==> config.mk <==
export PLATFORM = sky130hd
export DESIGN_NAME = font_rom_arbiter
export DESIGN_NICKNAME = d
export VERILOG_FILES = /design/src/rtl/font_rom_arbiter.sv
export SDC_FILE = /design/constraint.sdc
export NUM_CORES = 1
export LEC_CHECK = 0
export CAP_MARGIN = 30
export CORE_MARGIN = 10
export CORE_UTILIZATION = 35
export CTS_CLUSTER_DIAMETER = 60
export DETAILED_ROUTE_END_ITERATION = 10
export PLACE_DENSITY_LB_ADDON = 0.12
export SYNTH_ARGS = -nofsm -noshare
export SYNTH_HDL_FRONTEND = slang
export SYNTH_SLANG_ARGS = --single-unit
==> constraint.sdc <==
create_clock -name clock -period 3.2 [get_ports clock]
set_clock_uncertainty 0.05 [all_clocks]
set_input_delay 0.32 -clock clock [delete_from_list [all_inputs] [get_ports clock]]
set_output_delay 0.32 -clock clock [all_outputs]
set_load 0.005 [all_outputs]
==> src/rtl/font_rom_arbiter.sv <==
// Two-requester arbiter for the shared 4K x 8 font ROM: one read per cycle, lockable bursts
// bounded by MAX_LOCK, read data steered back by id. Build macro FONT_ROM_ARB_ROUND_ROBIN_EN.
module font_rom_arbiter #(
  parameter int ROM_LATENCY = 1,
  parameter int MAX_LOCK    = 16
) (
  input  logic        clock,
  input  logic        reset,
  input  logic        req0,
  input  logic        req1,
  input  logic [11:0] addr0,
  input  logic [11:0] addr1,
  input  logic        lock0,
  input  logic        lock1,
  output logic        gnt0,
  output logic        gnt1,
  output logic        rvalid0,
  output logic        rvalid1,
  output logic [7:0]  rdata0,
  output logic [7:0]  rdata1,
  output logic [11:0] romAddress,
  input  logic [7:0]  romData,
  output logic [1:0]  state_dbg
);

  // Handshake: reqN/addrN/lockN form a request that transfers in any cycle where
  // reqN && gntN are both high; the requester holds addrN stable until then. Read data
  // has no back-pressure: rdataN is meaningful exactly in the cycles rvalidN is high.

  typedef enum logic [1:0] {
    IDLE = 2'd0,
    OWN0 = 2'd1,
    OWN1 = 2'd2
  } state_t;

  localparam logic [7:0] MAX_LOCK_C = 8'(MAX_LOCK);

  state_t               state_q, state_nxt;
  logic [7:0]           lock_cnt_q, lock_cnt_nxt;
  logic                 gnt0_c, gnt1_c;
  logic                 tie_to_0;
  logic [ROM_LATENCY:0] tag_v_q;
  logic [ROM_LATENCY:0] tag_id_q;

`ifdef FONT_ROM_ARB_ROUND_ROBIN_EN
  // rr_last_q holds the id granted most recently; the other requester wins the next tie.
  logic rr_last_q;
  assign tie_to_0 = rr_last_q;

  always_ff @(posedge clock) begin
    if (reset)       rr_last_q <= 1'b1;
    else if (gnt0_c) rr_last_q <= 1'b0;
    else if (gnt1_c) rr_last_q <= 1'b1;
  end
`else
  assign tie_to_0 = 1'b1;
`endif

  always_comb begin
    state_nxt    = state_q;
    lock_cnt_nxt = lock_cnt_q;
    gnt0_c       = 1'b0;
    gnt1_c       = 1'b0;

    case (state_q)
      IDLE: begin
        if (req0 && (!req1 || tie_to_0)) gnt0_c = 1'b1;
        else if (req1)                   gnt1_c = 1'b1;
      end
      OWN0: begin
        if (!req0) begin
          state_nxt    = IDLE;
          lock_cnt_nxt = 8'd0;
        end else if (req1 && lock_cnt_q >= MAX_LOCK_C) begin
          gnt1_c = 1'b1;
        end else begin
          gnt0_c = 1'b1;
        end
      end
      OWN1: begin
        if (!req1) begin
          state_nxt    = IDLE;
          lock_cnt_nxt = 8'd0;
        end else if (req0 && lock_cnt_q >= MAX_LOCK_C) begin
          gnt0_c = 1'b1;
        end else begin
          gnt1_c = 1'b1;
        end
      end
      default: begin
        state_nxt    = IDLE;
        lock_cnt_nxt = 8'd0;
      end
    endcase

    // Ownership after a grant: a continuing owner only counts grants that stall the other side.
    if (gnt0_c) begin
      if (!lock0) begin
        state_nxt    = IDLE;
        lock_cnt_nxt = 8'd0;
      end else if (state_q == OWN0) begin
        if (req1 && lock_cnt_q < MAX_LOCK_C) lock_cnt_nxt = lock_cnt_q + 8'd1;
      end else begin
        state_nxt    = OWN0;
        lock_cnt_nxt = 8'd1;
      end
    end

    if (gnt1_c) begin
      if (!lock1) begin
        state_nxt    = IDLE;
        lock_cnt_nxt = 8'd0;
      end else if (state_q == OWN1) begin
        if (req0 && lock_cnt_q < MAX_LOCK_C) lock_cnt_nxt = lock_cnt_q + 8'd1;
      end else begin
        state_nxt    = OWN1;
        lock_cnt_nxt = 8'd1;
      end
    end
  end

  assign gnt0      = gnt0_c & ~reset;
  assign gnt1      = gnt1_c & ~reset;
  assign state_dbg = state_q;

  always_ff @(posedge clock) begin
    if (reset) begin
      state_q    <= IDLE;
      lock_cnt_q <= 8'd0;
      romAddress <= 12'h000;
    end else begin
      state_q    <= state_nxt;
      lock_cnt_q <= lock_cnt_nxt;
      if (gnt0_c)      romAddress <= addr0;
      else if (gnt1_c) romAddress <= addr1;
    end
  end

  // Tag pipeline: stage 0 lines up with romAddress, the last stage with romData.
  always_ff @(posedge clock) begin
    if (reset) begin
      tag_v_q  <= '0;
      tag_id_q <= '0;
    end else begin
      tag_v_q[0]  <= gnt0_c | gnt1_c;
      tag_id_q[0] <= gnt1_c;
      for (int i = 1; i <= ROM_LATENCY; i++) begin
        tag_v_q[i]  <= tag_v_q[i-1];
        tag_id_q[i] <= tag_id_q[i-1];
      end
    end
  end

  assign rvalid0 = tag_v_q[ROM_LATENCY] & ~tag_id_q[ROM_LATENCY];
  assign rvalid1 = tag_v_q[ROM_LATENCY] &  tag_id_q[ROM_LATENCY];
  assign rdata0  = romData;
  assign rdata1  = romData;

endmodule

# After elaboration in Yosys (flattened, before gate mapping)
# Cells that the tools add are included.
op_classes:
  n_addsub: 1
  n_lt_le_gt_ge: 2
  eq_ne: 2
  muxes: 35
  n_bitwise: 7
  n_reduce_logical: 6
ops:
  columns: ["op", "count"]
  rows:
  - ["two-way mux 8 bit", 10]
  - ["two-way mux 12 bit", 2]
  - ["one-hot mux 8 bit (3 select lines)", 1]
  - ["two-way mux 2 bit", 8]
  - ["two-way mux 1 bit", 11]
  - ["adder 8 x 1 -> 8 bit, second input constant", 1]
  - ["greater-or-equal comparator 8 x 5 -> 1 bit, second input constant", 1]
  - ["< comparator 8 x 5 -> 1 bit, second input constant", 1]
  - ["one-hot mux 1 bit (3 select lines)", 2]
  - ["one-hot mux 2 bit (3 select lines)", 1]
  - ["AND 1 bit", 4]
  - ["logical AND 1 bit", 4]
  - ["equality test 2 x 1 -> 1 bit, second input constant", 1]
  - ["equality test 2 bit, second input constant", 1]
  - ["zero test 2 bit", 1]
  - ["NOT 1 bit", 2]
  - ["nonzero test 2 bit", 1]
  - ["bitwise OR 1 bit", 1]
totals:
  ff_bits: 26
  word_cells: 58

# Depth between registers and ports, before layout
# Gate-level depths: netlist of the first run.
depth:
  word_depth: 10
  depth_mapped: 7
  ltp_nobuf: 6

# Least setup slack after synthesis of the first run
# No wires, ideal clock.
synth_path:
  path_kind: "flip-flop to flip-flop"
  start: "register lock_cnt_q[7]"
  end: "register romAddress[0]"
  setup_time_ps: 137
  t_arrival_ps: 1723
  required_ps: 3013
  slack_ps: 1290
  path_stages_with_launch: 7
  period_less_slack_ps: 1910
  cell_sequence: "dfxtp_1 o41ai_4 nor3_2 nor3_4 buf_6 mux2i_1 a211oi_1"
synth_via:
  elab_chain_len: 6
  elab_cells_between_ends: 15
  classes_between: "order compare (1); mux (11); reduce/logical (3)"
synth_lines:
  columns: ["element", "line", "text"]
  rows:
  - ["start: declaration", "39", "logic [7:0] lock_cnt_q, lock_cnt_nxt;"]
  - ["start signal: assignment", "133", "lock_cnt_q <= lock_cnt_nxt;"]
  - ["greater-or-equal comparator 8 x 5 -> 1 bit *", "74, 84", null]
  - ["logical AND 1 bit (on tied branches)", "84, 74", null]
  - ["two-way mux 1 bit (on tied branches)", "84, 74", null]
  - ["two-way mux 1 bit (on tied branches)", "81, 71", null]
  - ["one-hot mux 1 bit (3 select lines)", "65", "case (state_q)"]
  - ["two-way mux 12 bit or nonzero test 2 bit (tied branches)", null, null]
  - ["end signal: assignment", "134", "if (gnt0_c) romAddress <= addr0;"]
  - ["end signal: assignment", "135", "else if (gnt1_c) romAddress <= addr1;"]
  - ["end: declaration", "21", "output logic [11:0] romAddress,"]
# Every way passes the cells marked *; elsewhere a longest branch is shown, timed or not.
# A chain may end at the register's enable or synchronous reset.

# Worst setup path after layout of the first run
layout_path:
  start: "register lock_cnt_q[7]"
  end: "output gnt1"
layout_via:
  elab_chain_len: 6
  elab_cells_between_ends: 9
  classes_between: "order compare (1); mux (5); bitwise (1); reduce/logical (2)"
layout_lines:
  columns: ["element", "line", "text"]
  rows:
  - ["greater-or-equal comparator 8 x 5 -> 1 bit *", "74, 84", null]
  - ["logical AND 1 bit (on tied branches)", "84, 74", null]
  - ["two-way mux 1 bit (on tied branches)", "84, 74", null]
  - ["two-way mux 1 bit (on tied branches)", "81, 71", null]
  - ["one-hot mux 1 bit (3 select lines) *", "65", null]
  - ["AND 1 bit *", "123", "assign gnt1 = gnt1_c & ~reset;"]
  - ["end: declaration", "16", "output logic gnt1,"]
# Marks and branches as above.

==> results of run 1 <==
## stage by stage
stage	instance area [sq um]	hold WS, ns
global placement	1910	0.379
floorplan	1500	0.364
CTS	1980	0.405
detailed placement	1910	0.382
finish	1980	0.396
global route	1980	0.421
## layer usage
layer | vias up | track usage [%] | wire length (um)
met1 | 634 | 13.5 | 1890
li1 | 701 | - | -
met5 | - | 0 | 0
met3 | 9 | 3.88 | 380
met2 | 58 | 17.2 | 1760
met4 | 0 | 2.25 | 27
## final timing paths
check | startpoint | to
max | lock_cnt_q[7]$_SDFF_PP0_ | gnt1
max reg2reg | lock_cnt_q[7]$_SDFF_PP0_ | lock_cnt_q[7]$_SDFF_PP0_
min reg2reg | tag_v_q[0]$_SDFF_PP0_ | tag_v_q[1]$_SDFF_PP0_
min | tag_v_q[0]$_SDFF_PP0_ | tag_v_q[1]$_SDFF_PP0_
## worst reg2reg max path: cells and delay by family, from the launching register on
family          cells  cell delay [ns]
flops               1             0.39
buf+inv             1             0.22
compound gates      1             0.43
simple gates        4             1.26
## registers in the layout (all words and copies together) (netlist names)
name        count
state_dbg       2
romAddress     12
tag_id_q        2
lock_cnt_q      8
tag_v_q         2
## Yosys cell counts, drive strengths merged, types with 2 or more instances
cell,count,area [sq um]
dfxtp,26,521
nor2,22,82.6
buf,17,131
a211oi,14,105
a21oi,13,65.1
mux2i,13,130
nand2,12,45.0
nand3,9,45.0
clkbuf,8,30.0
nor3,6,46.3
o21ai,6,30.0
inv,5,18.8
nor2b,5,31.3
nor4,5,31.3
and2,3,18.8
a31oi,2,12.5
and3,2,12.5
ha,2,25.0
nand4,2,12.5
nand4b,2,17.5
## report_power, final
part	switching, mW	internal (mW)
sequential	0.0118	0.341
combinational	0.0633	0.0880
clock	0.108	0.167
## cell families after synthesis
logic type | Yosys count | synth area share, %
buffers and inverters | 30 | 12.0
muxes | 13 | 8.65
adders and majority gates | 2 | 1.66
and+or+nand+nor | 71 | 24.1
xor gates and xnor gates | 1 | 0.582
DFF | 26 | 34.6
AOI/OAI and AO/OA | 40 | 18.4
## layout make-up
type                    instances  area [sq um]  share of cell area (%)
well taps                      50          62.6                    3.16
clock buffers                   3          41.3                    2.09
repair buffers                 51           500                    25.3
clock inverters                 1          30.0                    1.52
flip-flops and latches         26           520                    26.3
multi-input cells             127           803                    40.6
inverters                       5          18.8                   0.949
==> summary by stage, run 1 <==
Timing
For the finished layout, the period the worst path requires is about 2.9 ns. The relative max-transition margin is ~47%. The top achievable clock speed is 351 MHz.

The sum of negative setup slack is 0 ns. The total count of max-transition violations in the final report is 0. After layout, the worst path uses roughly nine tenths of the clock period.

The transition time at the pin with the least slew margin is between 0.7 and 0.8 ns. Setup violations remaining at the end of the flow were counted as 0. The worst setup margin is roughly 0.35 ns. The count of final hold-check violations is 0. Setup repair after global routing left no endpoint under its margin.

Die
Measured along the x axis, the die boundary spans around 86 um. Measured along the y axis, the die boundary spans 85.6 um. In this run the core area contains 23 standard-cell rows.

The top-level port count is just over 70. The starting density of the core is a little under two fifths. The die covers 0.00732 sq mm. The core outline area is a little over 0.004 sq mm.

Route
The count of TritonRoute iterations in the first routing pass is 4. The routed design has 4060 um of wire. The total number of vias is between 1000 and 1500. The number of DRC violations after detailed routing is 0. The remaining number of nets flagged by the antenna check after routing is 0. The vias per cell is roughly 5.3. After the first detailed-routing iteration, the DRC count stood at ~140. In the final routed layout, each cell accounts on average for 15.4 um.

CTS
The total CTS buffers is 3. For the worst-skew pair, the clock arrives at the later sink with an insertion delay of approximately 0.27 ns. The clock tree from TritonCTS is built. In this run the number of H-tree levels came out at 1. Hold repair after CTS inserted 0 buffers. The clock net in this run drives a total of 26 sinks. The clock slew at the register clock pins of the worst setup and hold paths is 0.09 ns. The root buffer cell is sky130_fd_sc_hd__clkbuf_8.

The number of setup buffers added after CTS is 0. Post-CTS repair changed the size of 0 cells. No sink is reached through more buffers than the 2 on the longest clock path.

Synth
The net count of the mapped netlist is about 220. Yosys printed 0 warnings. The mapped cell area is ~0.0015 sq mm.

Yosys mapped the design onto 33 distinct sky130hd cell types. The commonest register cell after synthesis is sky130_fd_sc_hd__dfxtp_1. The synthesized design contains 0 enable-type register cells. In the synthesized netlist the async set-or-reset flop fraction comes to 0%. After synthesis, the mean cell area works out to between 8 and 9 sq um. The flip-flop and latch count after synthesis is 26. The sequential area share after synthesis is ~35%. After technology mapping, the gate count stands at approximately 180.

Place
The placer's final routability congestion estimate is 0.872. The HPWL after detailed placement is ~3100 um. The worst setup timing slack at the placement stage is roughly 0.49 ns. The number of buffers inserted by port buffering is 47. The total instance count after detailed placement is around 260.

Pwr
Summed over all cells, the static leakage comes to approximately 0.76 nW. The power per cell area is a little under 400 mW/mm^2. Summing internal, switching and leakage power gives between 0.7 and 0.8 mW. The worst-case IR drop observed on VDD is between 100 and 150 uV.

Global routing
The total routing resource utilization after global routing is a little over a tenth. Entering global routing, the biggest net connects 26 pins. The number of global-route vias before repair was between 1000 and 1500. The global-route congestion overflow total is 0. The wire length of the first global-routing pass is 6760 um. The initial antenna violation count is 0.

Status
The run finished with clean final reports.

Finish
The fill cell instance count of the final layout is between 300 and 400. The share of post-route cells with drive strength above 1 is under 10%. The core occupancy in the finished layout is between 40% and 50%. The number of antenna diodes in the final layout is 0. From synthesis to final layout, the design area changed by 31.4%. The number of cells in the finished layout apart from fillers is approximately 260.

For this run, the post-layout net count is about 250. The library cells used most frequently in the layout, excluding fill and tap cells, are 47 x sky130_fd_sc_hd__clkdlybuf4s50_1, 26 x sky130_fd_sc_hd__dfxtp_1, 22 x sky130_fd_sc_hd__nor2_1. The library cell used most frequently in the layout, excluding fill and tap cells, is sky130_fd_sc_hd__clkdlybuf4s50_1.

Setup path
STA puts the critical path data required time at around 2.8 ns. The delay of the slowest cell on the worst path is roughly 0.7 ns. The critical path crosses 5 cells after its start point.

The sort of element at the end of the critical path is an output port. The reg-to-reg setup timing slack is ~0.7 ns. The worst setup path is of the register to output port kind. For this design, the slowest cell found on the critical path is sky130_fd_sc_hd__nor4_1. The number of buffers and inverters on the critical path is 1. The signal on the critical path passes through nor4_1 > and3_1 > nor3_4 > nor2_1 > clkdlybuf4s50_1. For the worst setup path, the data arrival time is about 2.5 ns. The startpoint type of the worst setup path is a register. Along the worst path, the maximum fanout reaches 6.

The number of cell instances on the worst register-to-register path is 6. The kind of cell with the highest combined delay along the critical path is simple AND/OR/NAND/NOR gates.

Flow run
Across the run, the number of max-cap violations was 0.

Hold path
The type of the tightest min-delay check is register to register. The number of cells traversed by the worst hold path is 1.
Power figures use the tool's default switching activity.
==> run 2, diff against run 1 <==
- DONT_BUFFER_PORTS: unset -> 1
- REMOVE_ABC_BUFFERS: unset -> 1
==> summary by stage, run 2 (same netlist as run 1, synthesis figures left out) <==
Timing
The relative max-transition margin is 65.5%. After layout, the worst path uses 72.0% of the clock period. Setup repair after global routing left no endpoint under its margin.

The total count of max-transition violations in the final report is 0. The count of final hold-check violations was 0. At the pin with the least slew margin, the transition time is 0.515 ns. Based on the critical path, the design can be clocked at up to roughly 430 MHz. Setup violations remaining at the end of the flow were counted as 0. The smallest clock period supported by the final layout is computed as 2.30 ns. The final worst hold slack is 0.0509 ns. In the final timing run, aggregate negative setup slack is 0 ns.

Status
The flow ran to the end, and the final reports show no timing, DRC or antenna violations.

CTS
The number of hold buffers added after CTS was 0. The clock drives 26 sinks. The total CTS buffers is 3.

The buffer depth of the longest clock path is 2. The root buffer cell is sky130_fd_sc_hd__clkbuf_8. The number of setup buffers added after CTS is 0. Clock-pin slew was measured on the worst setup and hold paths at roughly 0.1 ns. The number of instances resized during post-cts repair is 0. The clock tree from TritonCTS is built. The deepest level of the CTS H-tree is 1. The later-pin clock latency in the skew report is 0.28 ns.

Pwr
Summed over all cells, the static leakage comes to 0.580 nW. The share of total power dissipated in the clock network is 39.4%. The design draws 0.707 mW.

The internal power consumption is roughly 0.54 mW. Combinational logic burns about a tenth of the power. VDD sags by at most 190 uV. The switching portion of total power is 23.7%.

The switching power total is between 0.15 and 0.2 mW. The power per cell area is between 400 and 500 mW/mm^2. The fraction of power consumed by sequential logic is between 50 and 60%.

Setup path
The worst setup path is captured at an output port. The start point of the critical path is lock_cnt_q[7]$_SDFF_PP0_. The data required time at the worst endpoint is ~2.8 ns.

In this run the critical register-to-register path is captured at lock_cnt_q[6]$_SDFF_PP0_. In this run the worst path has a maximum fanout of 26. In this run the critical register-to-register path is launched from state_dbg[0]$_SDFF_PP0_.

The reg-to-reg setup timing slack is 0.97 ns. The worst setup path is of the register to output port kind. For the worst setup path, the data arrival time is between 1.5 and 2 ns. In this run the worst setup path terminates at gnt0. The startpoint type of the worst setup path is a register.

The worst register-to-register path has a depth of 5.

Finish
The register name with the most flops is romAddress. The net total in the final layout is 206. The share of post-route cells with drive strength above 1 is 6.67%. The register with the most flip-flops in the layout has 12 of them.

The fill cell instance count of the final layout is roughly 420. The number of cells in the finished layout apart from fillers is ~220. The top cell types in the final layout, fill and taps aside, are 26 x sky130_fd_sc_hd__dfxtp_1, 22 x sky130_fd_sc_hd__nor2_1, 14 x sky130_fd_sc_hd__a211oi_1. The largest registers in the layout are romAddress x12, lock_cnt_q x8.

In the final layout, the multi-input gates occupy around 800 sq um. The repair_antennas step left the layout with diodes totalling 0. In the final layout, flip-flops and latches occupy between 500 and 600 sq um. The final cell area excluding filler cells is around 0.0015 sq mm. The most frequent standard cell in the layout excluding fill and tap cells is sky130_fd_sc_hd__dfxtp_1. Compared with the post-synthesis result, the final layout area differs by -0.333%.

Hold path
The beginning of the worst hold path is reset. The path class of the tightest hold or removal check is primary input to register.

Global routing
In the global route stage, overall resource usage came out at 9.86%. The maximum number of pins on one net before global-route repair is 27. The initial antenna violation count is 0. The first global-routing pass estimated 6040 um of wire. The global-route congestion overflow total is 0. The number of global-route vias before repair was between 1000 and 1500.

Die
The region available for standard cell placement spans between 0.004 and 0.005 sq mm. The total number of placement rows is 23. Once the floorplan was initialized, standard cells occupied a little under two fifths of the core.

72 I/O pins were placed. The die is ~86 um tall. The floorplan die area is ~0.0073 sq mm. Measured along the x axis, the die boundary spans ~86 um.

Place
The detailed placer's ending HPWL is ~2900 um. Buffers placed on the I/O ports in this run total 0. The placer's final routability congestion estimate is ~0.9.

The total instance count after detailed placement is around 210. The placed instances occupy a cell area of approximately 0.0014 sq mm.

Route
The vias per cell is roughly 5.7. For this run, the detailed router's first-pass iteration total came to 5. The remaining number of nets flagged by the antenna check after routing is 0. The number of DRC violations after detailed routing is 0.

The detailed-route wire length is ~3800 um. For this block, the initial DRC count from the detailed router was around 110. Summing over every cut layer, the via total after detailed routing is approximately 1200.

The routed length per placed instance is 17.8 um.

Flow run
Across the run, the number of max-cap violations was 0.
## run 2: cell count changes in the layout (fill, tap and decap cells not counted), sizes merged
cell,change
buf,-1
clkdlybuf4s50,-47
## run 2: critical path, cell delays in order, from the launching register on
cell and delay, ns:
sky130_fd_sc_hd__dfxtp_1 0.39, sky130_fd_sc_hd__o41ai_4 0.47, sky130_fd_sc_hd__mux2i_1 0.30, sky130_fd_sc_hd__nand2_1 0.08, sky130_fd_sc_hd__buf_4 0.21, sky130_fd_sc_hd__nor2_1 0.21
## run 2: layer usage
metal  up-vias  wire length (um)  track usage [%]
li1        601                 -                -
met1       540              1520             11.3
met2        76              1800             15.4
met3         7               456             4.92
met4         0                59             3.59
met5         -                 0                0
## run 2: area by class of cell
type / instances / share of cell area, %
Clock inverter: 1 / 2.00
Timing Repair Buffer: 3 / 1.50
Clock buffer: 3 / 2.75
Multi-Input combinational cell: 127 / 53.6
Sequential cell: 26 / 34.7
Tap cell: 50 / 4.17
Inverter: 5 / 1.25
## run 2: worst min path at each step
stage / endpoint / slack (ns) / depth (start not counted)
floorplan: tag_v_q[0]$_SDFF_PP0_ / 0.34 / 1
global placement: tag_v_q[0]$_SDFF_PP0_ / 0.35 / 1
detailed placement: tag_v_q[0]$_SDFF_PP0_ / 0.34 / 1
CTS: tag_v_q[0]$_SDFF_PP0_ / 0.05 / 1
global route: tag_v_q[0]$_SDFF_PP0_ / 0.03 / 1
finish: tag_v_q[0]$_SDFF_PP0_ / 0.05 / 1
## run 2: through the flow
stage	util (%)	setup slack, ns
2_1_floorplan	-	1.03
3_3_place_gp	34.9	1.03
3_5_place_dp	34.9	0.959
4_1_cts	36.7	0.854
5_1_grt	36.7	0.718
6_report	36.7	0.897
## run 2: power groups by stage
stage	Combinational, mW	Clock (mW)	Sequential [mW]
2_1_floorplan	0.0574	0	0.359
3_3_place_gp	0.0702	0	0.365
3_5_place_dp	0.0715	0	0.364
4_1_cts	0.0717	0.284	0.357
5_1_grt	0.0805	0.293	0.359
6_report	0.0713	0.279	0.357
